**src/rtl/sha256_pkg.sv**
```systemverilog
// SHA-256 message-schedule shared types and sigma rotate/shift constants.
// Latency: n/a (declarations only).
// Backpressure: n/a.
package sha256_pkg;

    typedef logic [31:0] word_t;

    typedef enum logic {
        LOAD = 1'b0,
        EMIT = 1'b1
    } sched_state_t;

    // small sigma 0: ROTR7 ^ ROTR18 ^ SHR3
    localparam int SSIG0_R1 = 7;
    localparam int SSIG0_R2 = 18;
    localparam int SSIG0_SH = 3;
    // small sigma 1: ROTR17 ^ ROTR19 ^ SHR10
    localparam int SSIG1_R1 = 17;
    localparam int SSIG1_R2 = 19;
    localparam int SSIG1_SH = 10;

    localparam int BLOCK_WORDS = 16;

endpackage

```
**src/rtl/sha256_rotr.sv**
```systemverilog
// Parameterised constant right-rotate; pure wiring.
// Latency: combinational.
// Backpressure: n/a.
module sha256_rotr #(
    parameter int W   = 32,
    parameter int AMT = 1
) (
    input  logic [W-1:0] a_i,
    output logic [W-1:0] y_o
);

    assign y_o = (a_i >> AMT) | (a_i << (W - AMT));

endmodule

```
**src/rtl/sha256_shr.sv**
```systemverilog
// Parameterised constant logical right-shift; pure wiring.
// Latency: combinational.
// Backpressure: n/a.
module sha256_shr #(
    parameter int W   = 32,
    parameter int AMT = 1
) (
    input  logic [W-1:0] a_i,
    output logic [W-1:0] y_o
);

    assign y_o = a_i >> AMT;

endmodule

```
**src/rtl/sha256_small_sigma.sv**
```systemverilog
// SHA-256 small sigma: ROTR(R1) ^ ROTR(R2) ^ SHR(SH).
// Latency: combinational.
// Backpressure: n/a.
module sha256_small_sigma
    import sha256_pkg::*;
#(
    parameter int R1 = 7,
    parameter int R2 = 18,
    parameter int SH = 3
) (
    input  word_t x_i,
    output word_t y_o
);

    word_t rot1_w;
    word_t rot2_w;
    word_t shr_w;

    sha256_rotr #(.W(32), .AMT(R1)) u_rot1 (.a_i(x_i), .y_o(rot1_w));
    sha256_rotr #(.W(32), .AMT(R2)) u_rot2 (.a_i(x_i), .y_o(rot2_w));
    sha256_shr  #(.W(32), .AMT(SH)) u_shr  (.a_i(x_i), .y_o(shr_w));

    assign y_o = rot1_w ^ rot2_w ^ shr_w;

endmodule

```
**src/rtl/sha256_msg_schedule.sv**
```systemverilog
// Loads 16 block words, then streams W[0..NUM_WORDS-1] with W[t>=16] expanded in a sliding window.
// Latency: first output word valid the cycle after the 16th input accept; one word per accept after.
// Backpressure: out_ready low holds word, index and window; in_ready low for the whole emit phase.
module sha256_msg_schedule
    import sha256_pkg::*;
#(
    parameter int NUM_WORDS = 64
) (
    input  logic        clk,
    input  logic        reset,
    input  logic        abort,
    input  logic        in_valid,
    output logic        in_ready,
    input  logic [31:0] in_word,
    output logic        out_valid,
    input  logic        out_ready,
    output logic [31:0] out_word,
    output logic [5:0]  out_idx,
    output logic        busy,
    output logic        done
);

    localparam logic [5:0] LAST_T  = 6'(NUM_WORDS - 1);
    localparam logic [6:0] LAST_T7 = 7'(NUM_WORDS - 1);

    sched_state_t state_q, state_d;
    word_t        w_q [BLOCK_WORDS];
    word_t        w_d [BLOCK_WORDS];
    logic [3:0]   load_cnt_q, load_cnt_d;
    logic [5:0]   t_cnt_q, t_cnt_d;
    logic         done_q, done_d;

    word_t sig0_w;
    word_t sig1_w;
    word_t next_w;
    logic  need_next;
    logic  in_acc;
    logic  out_acc;

    // w[1] is W[t+1] and w[14] is W[t+14] relative to the word being emitted.
    sha256_small_sigma #(.R1(SSIG0_R1), .R2(SSIG0_R2), .SH(SSIG0_SH)) u_sig0 (
        .x_i(w_q[1]),
        .y_o(sig0_w)
    );

    sha256_small_sigma #(.R1(SSIG1_R1), .R2(SSIG1_R2), .SH(SSIG1_SH)) u_sig1 (
        .x_i(w_q[14]),
        .y_o(sig1_w)
    );

    // W[t+16]; carry-out discarded. Past the last needed index the window is zero-filled.
    assign next_w    = sig1_w + w_q[9] + sig0_w + w_q[0];
    assign need_next = ({1'b0, t_cnt_q} + 7'd16) <= LAST_T7;

    assign in_ready  = (state_q == LOAD);
    assign out_valid = (state_q == EMIT);
    assign busy      = (state_q == EMIT);
    assign out_word  = w_q[0];
    assign out_idx   = t_cnt_q;
    assign done      = done_q;

    assign in_acc  = in_valid & in_ready;
    assign out_acc = out_valid & out_ready;

    // Next-state: load window, shift/expand on output accept, abort overrides everything.
    always_comb begin
        state_d    = state_q;
        w_d        = w_q;
        load_cnt_d = load_cnt_q;
        t_cnt_d    = t_cnt_q;
        done_d     = 1'b0;

        case (state_q)
            LOAD: begin
                if (in_acc) begin
                    w_d[load_cnt_q] = in_word;
                    load_cnt_d      = load_cnt_q + 4'd1;
                    if (load_cnt_q == 4'd15) begin
                        state_d    = EMIT;
                        t_cnt_d    = 6'd0;
                        load_cnt_d = 4'd0;
                    end
                end
            end
            EMIT: begin
                if (out_acc) begin
                    for (int i = 0; i < BLOCK_WORDS - 1; i++) begin
                        w_d[i] = w_q[i+1];
                    end
                    w_d[BLOCK_WORDS-1] = need_next ? next_w : '0;
                    t_cnt_d            = t_cnt_q + 6'd1;
                    if (t_cnt_q == LAST_T) begin
                        state_d = LOAD;
                        t_cnt_d = 6'd0;
                        done_d  = 1'b1;
                    end
                end
            end
            default: begin
                state_d = LOAD;
            end
        endcase

        if (abort) begin
            state_d    = LOAD;
            w_d        = w_q;
            load_cnt_d = 4'd0;
            t_cnt_d    = 6'd0;
            done_d     = 1'b0;
        end
    end

    // State, window and counter registers.
    always_ff @(posedge clk or posedge reset) begin
        if (reset) begin
            state_q    <= LOAD;
            load_cnt_q <= 4'd0;
            t_cnt_q    <= 6'd0;
            done_q     <= 1'b0;
            for (int i = 0; i < BLOCK_WORDS; i++) begin
                w_q[i] <= '0;
            end
        end else begin
            state_q    <= state_d;
            load_cnt_q <= load_cnt_d;
            t_cnt_q    <= t_cnt_d;
            done_q     <= done_d;
            w_q        <= w_d;
        end
    end

endmodule

```
**config.mk**
```make
export PLATFORM = sky130hd
export DESIGN_NAME = sha256_msg_schedule
export DESIGN_NICKNAME = d
export VERILOG_FILES = /design/src/rtl/sha256_pkg.sv /design/src/rtl/sha256_rotr.sv /design/src/rtl/sha256_shr.sv /design/src/rtl/sha256_small_sigma.sv /design/src/rtl/sha256_msg_schedule.sv
export SDC_FILE = /design/constraint.sdc
export NUM_CORES = 2
export LEC_CHECK = 0
export CORE_ASPECT_RATIO = 1.75
export CORE_MARGIN = 1.5
export CORE_UTILIZATION = 63
export DETAILED_ROUTE_END_ITERATION = 8
export MAX_ROUTING_LAYER = met4
export PLACE_DENSITY = 0.81
export SYNTH_ARGS = -nofsm -noshare
export SYNTH_HDL_FRONTEND = slang
export SYNTH_SLANG_ARGS = --single-unit
```
**constraint.sdc**
```tcl
create_clock -name clk -period 26.2 [get_ports clk]
set_clock_uncertainty 0.2 [all_clocks]
set_input_delay 5.24 -clock clk [delete_from_list [all_inputs] [get_ports clk]]
set_output_delay 5.24 -clock clk [all_outputs]
set_load 0.1 [all_outputs]
```
==> impl_metrics.toml <==
[status]
run_status = "finished, final reports clean"

[sta]
setup_repair_after_global_routing_missed_its_margin = "false"
max_slew.worst_pin.slew_ps = 1390
layout_setup_ws_ps = 17310
max_slew_margin = 0.0714
timing.setup.tns_ps = 0
final_period_minus_worst_setup_slack_ps = 8890
final-max-slew-violation-count = 0
final-setup-viol-count = 0
period_share = 0.339
report.final.hold_viol_count = 0
hold-worst-slack_ps = 283
max_clock_freq_ghz = 0.112

[grt]
grt_pass1_wl_um = 146000
antenna_found_initial = 0
number_of_global_route_vias_before_repair = 23900
globalRoute.busiestLayer = "met2"
aggregate_global_route_resource_usage = 0.434
grt_max_degree = 251
overflow_after_grt = 0
use_met2 = 0.658
grt.met3_usage = 0.0849
grt.met1_usage = 0.530

[clock_network]
clock_insertion_delay_worst_skew_ps = 590
cts-resized-gates = 0
count_of_clock_tree_sinks = 524
cts_root_buf = "sky130_fd_sc_hd__clkbuf_16"
clock_buffers_created_by_tritoncts = 48
post_cts_hold_buffer_count = 0
cts_max_path_buffers = 3
buffer_count_from_post_cts_setup_fixing = 0
tritoncts_clock_tree = "yes"
cts.reportedPaths.clkPinSlew_ps = 70
htree_levels = 2

[placement]
globalplace.congestion = 1.06
hpwl_um = 65100
post-place-cells = 3451
portBuffers = 78
place_worst_setup_slack_ps = 17560

[synth]
syn-instance-count = 3096
synthDistinctLibCells = 68
syn_area_um2 = 28300
ys_seq_elements = 524
synth.cells.most_frequent = "573 x sky130_fd_sc_hd__a21oi_1, 524 x sky130_fd_sc_hd__dfrtp_1, 401 x sky130_fd_sc_hd__a22oi_1"
yosys_warnings = 0
synth_most_common_cell = "sky130_fd_sc_hd__a21oi_1"
post-synth-top-area-fraction = 0.464
syn_area_per_cell_um2 = 9.13
synth_area_leaders = "sky130_fd_sc_hd__dfrtp_1 46%, sky130_fd_sc_hd__a22oi_1 11%, sky130_fd_sc_hd__a21oi_1 10%"
synth.yosys.seq_area_share = 0.464
synth_edf_count = 0
mappedNetlistNets = 3233
asyncSetResetFlopFracSynth = 1.00
synth_top_flop_cell = "sky130_fd_sc_hd__dfrtp_1"
synth_top_cell_by_area = "sky130_fd_sc_hd__dfrtp_1"

[finish]
finish.net_count = 3066
area_growth_syn_to_layout_pct = 7.96
layout.filler_cells = 3379
drive_gt1_frac = 0.0532
post_layout_nonfiller_instances = 3541

[detailed_routing]
routed_wirelength_normalized_by_instance_count_um = 27.3
vias_per_cell = 6.96
detail-route-antenna-nets = 0
wl_um = 96700
number_of_drc_markers_after_the_initial_detailed_route_iteration = 3344
drc = 0
vias = 24600
drt_pass1_iterations = 6

[setup_path]
worst_setup_path_end_kind = "output pin"
worstPathMaxFanout = 68
critPathArrivalTime_ps = 3450
crit_type = "flip-flop to output pin"
critical_path_required_ps = 20760
start_kind = "flip-flop"

[floorplan]
floorplan.die_area_um2 = 46200
floorplan.initialDensity = 0.638
design.core.area_um2 = 44300
die_width_um = 163
row_count = 102
ios = 79
fp.dieH_um = 283

[power]
leakagePower_nw = 12.8
worst_ir_drop_vdd_mv = 0.0840
power_density_nw_per_um2 = 100

[hold_path]
hold_path_class = "flip-flop to flip-flop"

[flow_run]
drv_cap = 0
## through the flow
step,util,area (µm²),power [mW]
2_1_floorplan,-,28300,1.85
3_3_place_gp,0.649,28700,2.22
3_5_place_dp,0.649,28700,2.23
4_1_cts,0.689,30500,3.02
5_1_grt,0.689,30500,3.18
6_report,0.689,30500,3.06
## cell families after synthesis
family,after synthesis,synth area share
compound gates,1325,0.279
xor+xnor,140,0.0434
fa+ha+maj,100,0.0607
buf+inv,469,0.0694
flops,524,0.464
mux,6,0.00213
simple gates,532,0.0811
## state kept, by name, summed over array words and instances (netlist names)
signal and count:
busy 1, w_q 480, load_cnt_q 4, out_word 32, out_idx 6, done 1
## final timing paths
path / startpoint / end / slack [ps] / depth (start not counted)
min in group asynchronous: reset / w_q[444]$_DFFE_PP0P_ / 5040 / 2
hold / removal: w_q[105]$_DFFE_PP0P_ / w_q[105]$_DFFE_PP0P_ / 280 / 2
max in group asynchronous: reset / w_q[6]$_DFFE_PP0P_ / 18300 / 4
setup reg to reg: w_q[452]$_DFFE_PP0P_ / w_q[19]$_DFFE_PP0P_ / 20940 / 15
setup / recovery: busy$_DFF_PP0_ / in_ready / 17310 / 2
hold reg to reg: w_q[105]$_DFFE_PP0P_ / w_q[105]$_DFFE_PP0P_ / 280 / 2
## power breakdown
part	leakage, nW	internal, mW	switching [mW]
sequential	6.10	0.884	0.0823
clock	0.864	0.457	0.331
combinational	5.80	0.425	0.877
total	12.8	1.77	1.29
## critical path: stages (launching register included)
cell                              delay, ps
sky130_fd_sc_hd__dfrtp_4                860
sky130_fd_sc_hd__clkinv_1               810
sky130_fd_sc_hd__clkdlybuf4s50_1       1180
## layer usage
metal / vias up / part of all wire
met1: 12200 / 0.36
met2: 1476 / 0.47
li1: 10500 / -
met4: 0 / 0.078
met5: - / 0
met3: 389 / 0.096
## placed cells by master, fill, tap and decap left out, drive strengths merged, types with 14 or more instances in the layout
master / instances
o21ai: 267
nand3: 14
a22oi: 401
a21o: 15
ha: 38
buf: 41
xnor2: 74
nand2: 96
inv: 133
clkbuf: 65
fa: 62
nor2: 326
clkdlybuf4s50: 78
xor2: 66
nor2b: 38
dfrtp: 524
a21oi: 575
## layout make-up
type / instances / area (µm²) / area share
Multi-Input combinational cell: 2103 / 13300 / 0.435
Inverter: 133 / 507 / 0.0166
Clock buffer: 65 / 1400 / 0.0458
Sequential cell: 524 / 13100 / 0.430
Tap cell: 572 / 716 / 0.0235
Antenna cell: 1 / 2.50 / 0.0000820
Clock inverter: 24 / 385 / 0.0126
Timing Repair Buffer: 119 / 1110 / 0.0365
Note: power is estimated with default switching activity, not from simulation.
